==> config.mk <==
export PLATFORM = sky130hd
export DESIGN_NAME = nibble_serial_adder_ctrl
export DESIGN_NICKNAME = d
export VERILOG_FILES = /design/src/rtl/nibble_serial_adder_ctrl.sv
export SDC_FILE = /design/constraint.sdc
export NUM_CORES = 1
export LEC_CHECK = 0
export ABC_AREA = 1
export CAP_MARGIN = 20
export CORE_ASPECT_RATIO = 0.75
export CORE_MARGIN = 3
export CORE_UTILIZATION = 50
export CTS_BUF_LIST = sky130_fd_sc_hd__clkbuf_8
export CTS_CLUSTER_DIAMETER = 120
export CTS_CLUSTER_SIZE = 10
export DETAILED_ROUTE_END_ITERATION = 10
export PLACE_DENSITY_LB_ADDON = 0.3
export SLEW_MARGIN = 0
export SYNTH_ARGS = -nofsm -noshare
export SYNTH_HDL_FRONTEND = slang
export SYNTH_SLANG_ARGS = --single-unit
==> constraint.sdc <==
create_clock -name clk -period 3.6 [get_ports clk]
set_input_delay 0.72 -clock clk [delete_from_list [all_inputs] [get_ports clk]]
set_output_delay 0.72 -clock clk [all_outputs]
set_load 0.05 [all_outputs]
==> src/rtl/nibble_serial_adder_ctrl.sv <==
// nibble_serial_adder_ctrl: adds W-bit operands one nibble per cycle through a single shared 4-bit ripple adder; SERIAL_ADDER_SUB_EN adds op_sub subtraction
module nibble_serial_adder_ctrl #(
  parameter  int NIBBLES = 4,
  localparam int W       = 4*NIBBLES,
  localparam int KW      = $clog2(NIBBLES)
) (
  input  logic         clk,
  input  logic         rst_n,
  input  logic         in_valid,
  output logic         in_ready,
  input  logic [W-1:0] a,
  input  logic [W-1:0] b,
  input  logic         c_in,
`ifdef SERIAL_ADDER_SUB_EN
  input  logic         op_sub,
`endif
  output logic         out_valid,
  input  logic         out_ready,
  output logic [W-1:0] sum,
  output logic         c_out,
  output logic         busy
);
  typedef enum logic [1:0] {IDLE, RUN, DONE} state_t;
  state_t        state_q, state_d;
  logic [KW-1:0] k_q, k_d;
  logic          carry_q, carry_d;
  logic [W-1:0]  a_q, a_d, b_q, b_d, sum_q, sum_d;
  logic          cout_q, cout_d;
  logic          sub_q, seed, accept, run, last;
  logic [3:0]    na, nb, ns;
  logic [4:0]    c;
`ifdef SERIAL_ADDER_SUB_EN
  logic          sub_d;
  assign sub_d = accept ? op_sub : sub_q;
  assign seed  = op_sub | c_in;
`else
  assign sub_q = 1'b0;
  assign seed  = c_in;
`endif
  assign accept = in_valid && in_ready;
  assign run    = state_q == RUN;
  assign last   = k_q == KW'(NIBBLES-1);
  assign na     = 4'(a_q >> {k_q, 2'b00});
  assign nb     = 4'(b_q >> {k_q, 2'b00}) ^ {4{sub_q}};
  assign c[0]   = carry_q;
  for (genvar i = 0; i < 4; i++) begin : g_fa
    assign ns[i]  = na[i] ^ nb[i] ^ c[i];
    assign c[i+1] = (na[i] & nb[i]) | (c[i] & (na[i] ^ nb[i]));
  end
  // state and datapath registers with synchronous active-low reset
  always_ff @(posedge clk) begin
    if (!rst_n) begin
      state_q <= IDLE;
      k_q     <= '0;
      carry_q <= 1'b0;
      a_q     <= '0;
      b_q     <= '0;
      sum_q   <= '0;
      cout_q  <= 1'b0;
`ifdef SERIAL_ADDER_SUB_EN
      sub_q   <= 1'b0;
`endif
    end else begin
      state_q <= state_d;
      k_q     <= k_d;
      carry_q <= carry_d;
      a_q     <= a_d;
      b_q     <= b_d;
      sum_q   <= sum_d;
      cout_q  <= cout_d;
`ifdef SERIAL_ADDER_SUB_EN
      sub_q   <= sub_d;
`endif
    end
  end
  // next state: accept from IDLE, one nibble per RUN cycle, release DONE on out handshake
  always_comb begin
    state_d = state_q == IDLE ? (accept ? RUN : IDLE) :
              state_q == RUN  ? (last ? DONE : RUN) :
                                (out_ready ? IDLE : DONE);
  end
  // datapath updates: capture at accept, accumulate one nibble per RUN cycle, counter holds on the last nibble
  always_comb begin
    a_d     = accept ? a : a_q;
    b_d     = accept ? b : b_q;
    k_d     = accept ? '0 : (run && !last) ? KW'(k_q + 1'b1) : k_q;
    carry_d = accept ? seed : run ? c[4] : carry_q;
    sum_d   = accept ? '0 : run ? sum_q | (W'(ns) << {k_q, 2'b00}) : sum_q;
    cout_d  = accept ? 1'b0 : (run && last) ? c[4] : cout_q;
  end
  // outputs decoded from state; in_ready is masked while reset is held
  always_comb begin
    in_ready  = rst_n && state_q == IDLE;
    out_valid = state_q == DONE;
    busy      = state_q != IDLE;
    sum       = sum_q;
    c_out     = cout_q;
  end
endmodule

==> results of run 1 <==
## cell families (layout without fill, tap and decap cells)
kind of cell | Yosys count | in the layout
AOI/OAI and AO/OA | 45 | 45
buffers and inverters | 40 | 91
and+or+nand+nor | 172 | 172
DFF | 54 | 54
adders and majority gates | 5 | 5
## worst max-delay path by stage
stage                     cells after the start  endpoint  startpoint
after CTS                                    11   sum[11]      k_q[0]
after global placement                       11   sum[11]      k_q[0]
after global routing                         11    sum[7]      k_q[0]
after detailed placement                     11   sum[11]      k_q[0]
after floorplan                              13   sum[11]      k_q[0]
final                                        11   sum[11]      k_q[0]
## power by group
part / switching (W) / leakage (nW) / total [W] / internal (W)
clock: 0.000189 / 0.0579 / 0.000393 / 0.000205
sequential: 0.0000243 / 0.441 / 0.000656 / 0.000632
combinational: 0.000176 / 0.911 / 0.000298 / 0.000122
## cell usage in the layout, fill, tap and decap left out, drive strengths merged, types with 4 or more instances in the layout
master and instances:
o22ai 8, nor2 28, nand2 94, dfxtp 54, fa 4, clkdlybuf4s50 55, inv 20, o21ai 17
buf 8, clkbuf 5, o21bai 12, nand3 49, a21oi 8
## layout make-up
cell class	count	area [µm²]
fill	401	1459
clock buffer	5	68.82
inverter	20	75.07
sequential	54	1081
tap	57	71.32
timing repair buffer	63	623.1
clock inverter	3	40.04
multi-input combinational	222	1101
## stage by stage
stage               util (%)  hold WS, ps
finish                 67.72        456.3
global route           67.72        478.4
CTS                    67.72        456.9
detailed placement     65.31        434.5
global placement       65.31        441.1
floorplan                  -        420.8
## worst max-delay path, delay by kind of cell, from the launching register on
kind                     cells  cell delay (ps)
flip-flops                   1              500
AND/OR/NAND/NOR              2              160
adder cells (fa/ha/maj)      4             1750
AO/OA/AOI/OAI                3              480
buffers and inverters        2              300
## flip-flops by register name (all words and copies together), names as in the netlist
register  cells
c_out         1
carry_q       1
a_q          16
b_q          16
k_q           2
sum          16
state_q       2
## per-layer routing
layer,global-route usage [%],part of all wire [%],vias up
met4,5.929,1.4,0
met3,4.261,7.1,9
li1,-,-,1120
met1,29.22,48,997
met2,32.95,43,75
met5,0,0,-
==> metrics.csv, run 1 <==
metric,value,unit
Cell Count Post-Placement,416,
clk slew on worst S/H paths,90,ps
row count,21,
max cap viols,0,
"Slew Viols, Final",0,
final-report hold violation count,0,
vias in the first global route,2053,
initial drt markers,126,
largest family of logic cells by synthesized area,simple AND/OR/NAND/NOR gates,
RR Startpoint,k_q[0],
worst hold start,b_q[1],
main area contributors after synthesis,"dfxtp_1 (45%), nand2_1 (15%), nand3_1 (9.9%), nor2_1 (3.9%), o21bai_1 (3.8%)",
Via Count,2201,
CTS tree,done,
Yosys Warn Count,0,
Placed Instance Area,2952,µm²
Post-Synth Simple-Gate Area,30.79,%
Adder-Cell Fraction of Synth Area,3.895,%
Post-CTS Hold Buffers,0,
clock skew,8.813,ps
mux cell area share after synthesis,0,%
Setup CP Type,reg -> reg,
Root Buffer,clkbuf_8,
largest net degree at the start of global routing,35,
drt pass-1 iters,4,
asr flop ratio synth,0,%
Synth Area in Compound Gates,11.63,%
reg-to-reg critical path endpoint,sum[11],
XOR/XNOR Fraction of Synth Area,0,%
worst stage delay on the critical path,560,ps
cts bufs inserted,5,
"Seq/Total Area, Yosys",45.47,%
post-route insts no fill,424,
slew margin rel.,57.97,%
Worst Setup End Kind,register,
outcome,"finished, final reports clean",
GR Overflow Total,0,
WHS Endpoint,b_q[1],
unrepaired setup endpoints after global routing,false,
DRC viols,0,
WHS Path Cells,2,
Min-Delay Path Class,reg -> reg,
area delta synth->final,28.74,%
Avg Synthesized Cell Area,7.523,µm²
Tcrit/Tclk final,90.20,%
syn_nets,358,
Nets,408,
Worst Path Arrival,3510,ps
most frequent cell after synthesis,nand2_1,
full die area,5627,µm²
Post-CTS Resized,0,
worst reg-to-reg setup slack,350,ps
Worst Max-Slew Pin Slew,629.1,ps
Via density,5.191,
Post-Syn Instances,316,
Antenna Diode Count,0,
total negative slack,0,ps
CP required,3860,ps
Max clock buf depth,2,
fmax,0.3080,GHz
critical-path cell list,inv_1 > o21ai_0 > o22ai_1 > fa_1 > fa_1 > fa_1 > fa_1 > nand3_1 > o21bai_1 > nand2_1 > inv_1,
layout cells sized above 1,6.540,%
post-CTS setup buffers,0,
DR WL/cell,13.25,µm
CP dominant cell by count,fa_1,
GPL Wtd Cong,0.9521,
critical path peak fanout,11,
power per cell area,440.2,nW/µm²
share of the synthesized area in the top cell type,45.47,%
cell area after synthesis,2377,µm²
total leakage power,1.411,nW
post-route ant nets,0,
GRT Total Usage,20.94,%
synthesized flop and latch total,54,
PortBufs,56,
cells on worst reg2reg path,11,
chip height,65.72,µm
clk_lat worst skew,310,ps
post-DP HPWL,4055,µm
post-synth cell types,23,
Post-synth EDFFs,0,
total core area,4519,µm²
htree depth,2,
CTS sink cnt,54,
initial antenna violation count,0,
minimum clock period,3247,ps
cell area after layout,3060,µm²
DRT Wirelength,5619,µm
largest area contributor in the netlist,dfxtp_1,
first-pass GRT wire length,9397,µm
total power,0.001347,W
Initial Util,52.60,%
Final Worst Setup Slack,352.8,ps
Final setup viols,0,
Die Width,85.62,µm
crit start category,register,
DP Worst Slack,371.0,ps
main flop type after synthesis,dfxtp_1,
CP max stage cell,fa_1,
"IR drop worst, VDD",296.4,µV
most instantiated cells after synthesis,"nand2_1 (94), dfxtp_1 (54), nand3_1 (47)",
io pins,57,
Note: power is estimated with default switching activity, not from simulation.
==> run 2: changes to the inputs <==
--- a/config.mk
+++ b/config.mk
@@ -6,8 +6,8 @@
 export NUM_CORES = 1
 export LEC_CHECK = 0
 export ABC_AREA = 1
+export ABC_CLOCK_PERIOD_IN_PS = 3600
 export CAP_MARGIN = 20
-export CORE_ASPECT_RATIO = 0.75
 export CORE_MARGIN = 3
 export CORE_UTILIZATION = 50
 export CTS_BUF_LIST = sky130_fd_sc_hd__clkbuf_8
@@ -15,6 +15,7 @@
 export CTS_CLUSTER_SIZE = 10
 export DETAILED_ROUTE_END_ITERATION = 10
 export PLACE_DENSITY_LB_ADDON = 0.3
+export SKIP_CTS_REPAIR_TIMING = 1
 export SLEW_MARGIN = 0
 export SYNTH_ARGS = -nofsm -noshare
 export SYNTH_HDL_FRONTEND = slang
==> run 2 against run 1 <==
Net effect:
- routed wire length shrank 6.6%
- clock skew is 1.9 ps higher
- critical path depth stayed put
- clock power down 17%
- die area down 0.15%
- sequential power fell by 0.6%
- utilization about the same
- combinational power down 2%
- first-iteration DRC count increased by 20%
- hold slack is essentially flat
- flip-flop and latch count is the same
- count of clock-buffer cells in the layout stayed put
==> metrics.csv, run 2 (synthesized netlist as in run 1, its figures left out) <==
metric,value,unit
Die Width,74.96,µm
DRT Wirelength,5249,µm
Min-Delay Path Class,reg -> reg,
reg-to-reg critical path endpoint,sum[3],
drt pass-1 iters,4,
total core area,4474,µm²
GR Overflow Total,0,
PortBufs,56,
total leakage power,1.388,nW
CP max stage cell,fa_1,
DR WL/cell,12.56,µm
critical path peak fanout,16,
WHS Path Cells,2,
cts bufs inserted,5,
Nets,408,
final-report hold violation count,0,
minimum clock period,3063,ps
max cap viols,0,
Cell Count Post-Placement,411,
row count,24,
"Largest delay share family, worst path",adder cells,
Final setup viols,0,
chip height,74.96,µm
CTS sink cnt,54,
crit start category,register,
area delta synth->final,27.42,%
Antenna Diode Count,0,
Max clock buf depth,2,
post-route insts no fill,418,
"Slew Viols, Final",0,
clk slew on worst S/H paths,100,ps
initial antenna violation count,0,
slew margin rel.,64.49,%
Via Count,2139,
GPL Wtd Cong,0.8878,
largest net degree at the start of global routing,35,
first-pass GRT wire length,8735,µm
CP dominant cell by count,fa_1,
worst hold start,b_q[2],
crit path launch,k_q[0],
Worst Max-Slew Pin Slew,531.0,ps
Via density,5.117,
"commonest non-fill, non-tap cell in the layout",nand2_1,
post-route ant nets,0,
layout cells sized above 1,6.284,%
critical-path cell list,inv_1 > o21ai_0 > o22ai_1 > fa_1 > fa_1 > fa_1 > fa_1 > nand3_1 > o21bai_1 > nand2_1 > inv_1,
RR Startpoint,k_q[0],
Root Buffer,clkbuf_8,
clock skew,10.75,ps
CP required,3860,ps
fmax,0.3264,GHz
unrepaired setup endpoints after global routing,false,
worst reg-to-reg setup slack,540,ps
vias in the first global route,1977,
cells on worst reg2reg path,11,
Tcrit/Tclk final,85.09,%
clk_lat worst skew,310,ps
initial drt markers,151,
Initial Util,53.13,%
DRC viols,0,
Worst Path Arrival,3330,ps
outcome,"finished, final reports clean",
worst stage delay on the critical path,560,ps
full die area,5618,µm²
CTS tree,done,
htree depth,2,
Setup CP Type,reg -> reg,
power per cell area,418.8,nW/µm²
Worst Setup End Kind,register,
most frequent cells in the layout,"nand2_1 (94), clkdlybuf4s50_1 (55), dfxtp_1 (54)",
Crit path buffers/inverters,2,
post-DP HPWL,3869,µm
total negative slack,0,ps
GRT Total Usage,20.13,%
WHS Endpoint,b_q[2],
"IR drop worst, VDD",274.0,µV
io pins,57,
## run 2: changes by cell type in the layout (fill, tap and decap cells not counted), sizes merged
cell / change
bufinv: -1
clkinv: -2
clkinvlp: +2
## run 2: where the power goes
group	total, W	internal, W	switching (W)
Sequential	0.000652	0.000632	0.0000205
Clock	0.000325	0.000133	0.000192
Combinational	0.000291	0.000120	0.000171
Total	0.00127	0.000885	0.000383
## run 2: metrics by stage
step / instance area, µm² / power, W / utilization, % / hold WS [ps] / setup WS (ps)
finish: 3029 / 0.001269 / 67.70 / 456.8 / 536.6
global route: 3029 / 0.001332 / 67.70 / 479.2 / 309.9
CTS: 3029 / 0.001275 / 67.70 / 458.6 / 514.1
detailed placement: 2945 / 0.0009583 / 65.83 / 441.4 / 576.0
global placement: 2945 / 0.0009550 / 65.83 / 438.6 / 633.9
floorplan: 2377 / 0.0008618 / - / 420.8 / 600.4
## run 2: worst max path at each step
| stage | end | slack [ps] | cells after the start |
|---|---|---|---|
| after CTS | sum[3] | 510 | 11 |
| after global placement | sum[3] | 630 | 11 |
| after global routing | sum[3] | 310 | 11 |
| after floorplan | sum[11] | 600 | 13 |
| final | sum[3] | 540 | 11 |
| after detailed placement | sum[3] | 580 | 11 |
## run 2: worst reg2reg max path, cell delays in order, from the launching register on
cell and delay, ps:
dfxtp_1 350, inv_1 210, o21ai_0 220, o22ai_1 110, fa_1 410, fa_1 380
fa_1 390, fa_1 560, nand3_1 90, o21bai_1 160, nand2_1 90, inv_1 60
## run 2: area by class of cell
| type | count | area [µm²] |
|---|---|---|
| fillers | 397 | 1445 |
| multi-input cells | 222 | 1101 |
| flip-flops and latches | 54 | 1081 |
| repair buffers | 63 | 623.1 |
| inverters | 20 | 75.07 |
| clock buffers | 5 | 68.82 |
| well taps | 52 | 65.06 |
| clock inverters | 2 | 15.01 |
## run 2: per-layer routing
layer | part of all wire (%) | vias to the layer above | routed length [µm] | global-route usage, %
met4 | 0.97 | 0 | 51 | 5.929
met3 | 5.1 | 6 | 270 | 4.139
met5 | 0 | - | 0 | 0
li1 | - | 1117 | - | -
met1 | 45 | 950 | 2387 | 25.44
met2 | 48 | 66 | 2539 | 34.62
==> run 3: changes to the inputs <==
--- a/config.mk
+++ b/config.mk
@@ -7,9 +7,11 @@
 export LEC_CHECK = 0
 export ABC_AREA = 1
 export ABC_CLOCK_PERIOD_IN_PS = 3600
-export CAP_MARGIN = 20
+export CAP_MARGIN = 30
+export CELL_PAD_IN_SITES_DETAIL_PLACEMENT = 1
+export CELL_PAD_IN_SITES_GLOBAL_PLACEMENT = 2
 export CORE_MARGIN = 3
-export CORE_UTILIZATION = 50
+export CORE_UTILIZATION = 28
 export CTS_BUF_LIST = sky130_fd_sc_hd__clkbuf_8
 export CTS_CLUSTER_DIAMETER = 120
 export CTS_CLUSTER_SIZE = 10
==> run 3 against run 2 <==
Net effect:
- clock skew is essentially flat
- maximum frequency shrank 2.9%
- non-clock buffer count grew 1
- final cell count grew 12%
- critical path type unchanged
==> metrics.csv, run 3 (synthesized netlist as in run 1, its figures left out) <==
metric,value,unit
outcome,"finished, final reports clean",
DP Worst Slack,461.3,ps
DRT Wirelength,6430,µm
critical path peak fanout,16,
Min-Delay Path Class,reg -> reg,
Final setup viols,0,
unrepaired setup endpoints after global routing,false,
"IR drop worst, VDD",143.3,µV
full die area,9631,µm²
slew margin rel.,65.94,%
clk slew on worst S/H paths,90,ps
chip height,98.14,µm
row count,32,
Initial Util,29.84,%
layout cells sized above 1,6.522,%
Tcrit/Tclk final,87.60,%
critical-path cell list,buf_4 > inv_1 > o21ai_0 > o22ai_1 > fa_1 > fa_1 > fa_1 > fa_1 > nand3_1 > o21bai_1 > nand2_1 > inv_1,
max cap viols,0,
most frequent cells in the layout,"nand2_1 (94), clkdlybuf4s50_1 (55), dfxtp_1 (54)",
DR WL/cell,13.68,µm
Via density,4.589,
vias in the first global route,2284,
register area,1081,µm²
clk_lat worst skew,300,ps
area delta synth->final,30.68,%
clock skew,10.84,ps
"Largest delay share family, worst path",adder cells,
GRT Total Usage,14.24,%
worst reg-to-reg setup slack,450,ps
Root Buffer,clkbuf_8,
crit path launch,k_q[0],
cts bufs inserted,5,
largest net degree at the start of global routing,47,
Antenna Diode Count,0,
Worst Setup End Kind,register,
"Slew Viols, Final",0,
Nets,409,
CP required,3850,ps
Crit path buffers/inverters,3,
Via Count,2157,
post-route ant nets,0,
GPL Wtd Cong,0.7376,
initial antenna violation count,0,
Worst Max-Slew Pin Slew,509.3,ps
CP dominant cell by count,fa_1,
first-pass GRT wire length,11270,µm
fmax,0.3171,GHz
post-DP HPWL,4767,µm
Max clock buf depth,2,
critical path depth in cells,12,
DRC viols,0,
cells on worst reg2reg path,12,
reg-to-reg critical path endpoint,sum[3],
final-report hold violation count,0,
io pins,57,
multi-input logic area,1101,µm²
CTS tree,done,
drt pass-1 iters,4,
PortBufs,56,
minimum clock period,3154,ps
crit start category,register,
CP max stage cell,fa_1,
htree depth,2,
Setup CP Type,reg -> reg,
total core area,7968,µm²
"commonest non-fill, non-tap cell in the layout",nand2_1,
end point of the critical path,sum[3],
initial drt markers,112,
total negative slack,0,ps
RR Startpoint,k_q[0],
total leakage power,1.409,nW
Worst Path Arrival,3400,ps
GR Overflow Total,0,
worst stage delay on the critical path,560,ps
Die Width,98.14,µm
# fillers,1006,
CTS sink cnt,54,
power per cell area,418.5,nW/µm²
Final Worst Setup Slack,446.3,ps
==> run 3: cell types whose count changed in the layout (fill, tap and decap cells not counted) <==
cell	before	now
inv_1	19	20
clkinvlp_4	2	0
clkinv_2	0	1
buf_4	7	8
clkbuf_8	5	6
==> run 3: cell type report <==
type	instances	area share (%)
repair buffers	64	20.30
clock inverters	2	0.2819
clock buffers	6	2.658
well taps	102	4.108
multi-input cells	222	35.44
inverters	20	2.416
flip-flops and latches	54	34.80
==> run 3: report_power, final <==
group / switching, W / internal [W]
combinational: 0.000182 / 0.000123
clock: 0.000189 / 0.000153
sequential: 0.0000216 / 0.000632
==> run 3: per-stage QoR <==
stage	hold slack (ps)	area, µm²	total power, W	utilization [%]	std cells
CTS	456.8	3107	0.001325	38.99	470
global route	472.9	3107	0.001390	38.99	470
detailed placement	438.6	3015	0.0009772	37.85	462
finish	453.0	3107	0.001300	38.99	470
global placement	435.4	3015	0.0009731	37.85	462
floorplan	420.8	2377	0.0008618	-	316
==> run 3: how the worst min path moves through the flow <==
stage	start	end	depth (start not counted)
2_1_floorplan	a_q[10]	a_q[10]	2
3_3_place_gp	a_q[6]	a_q[6]	2
3_5_place_dp	a_q[10]	a_q[10]	2
4_1_cts	b_q[5]	b_q[5]	2
5_1_grt	b_q[5]	b_q[5]	2
6_report	a_q[10]	a_q[10]	2
==> run 3: worst min-delay path: stages, from the launching register on <==
cell,delay (ps)
dfxtp_1,320
nand2_1,60
nand2_1,40
==> run 3: metal layers <==
metal | global-route usage, % | share of wire (%) | vias up
li1 | - | - | 1117
met1 | 19.32 | 49 | 994
met2 | 23.14 | 46 | 39
met3 | 3.143 | 4.1 | 7
met4 | 3.466 | 0.89 | 0
met5 | 0 | 0 | -
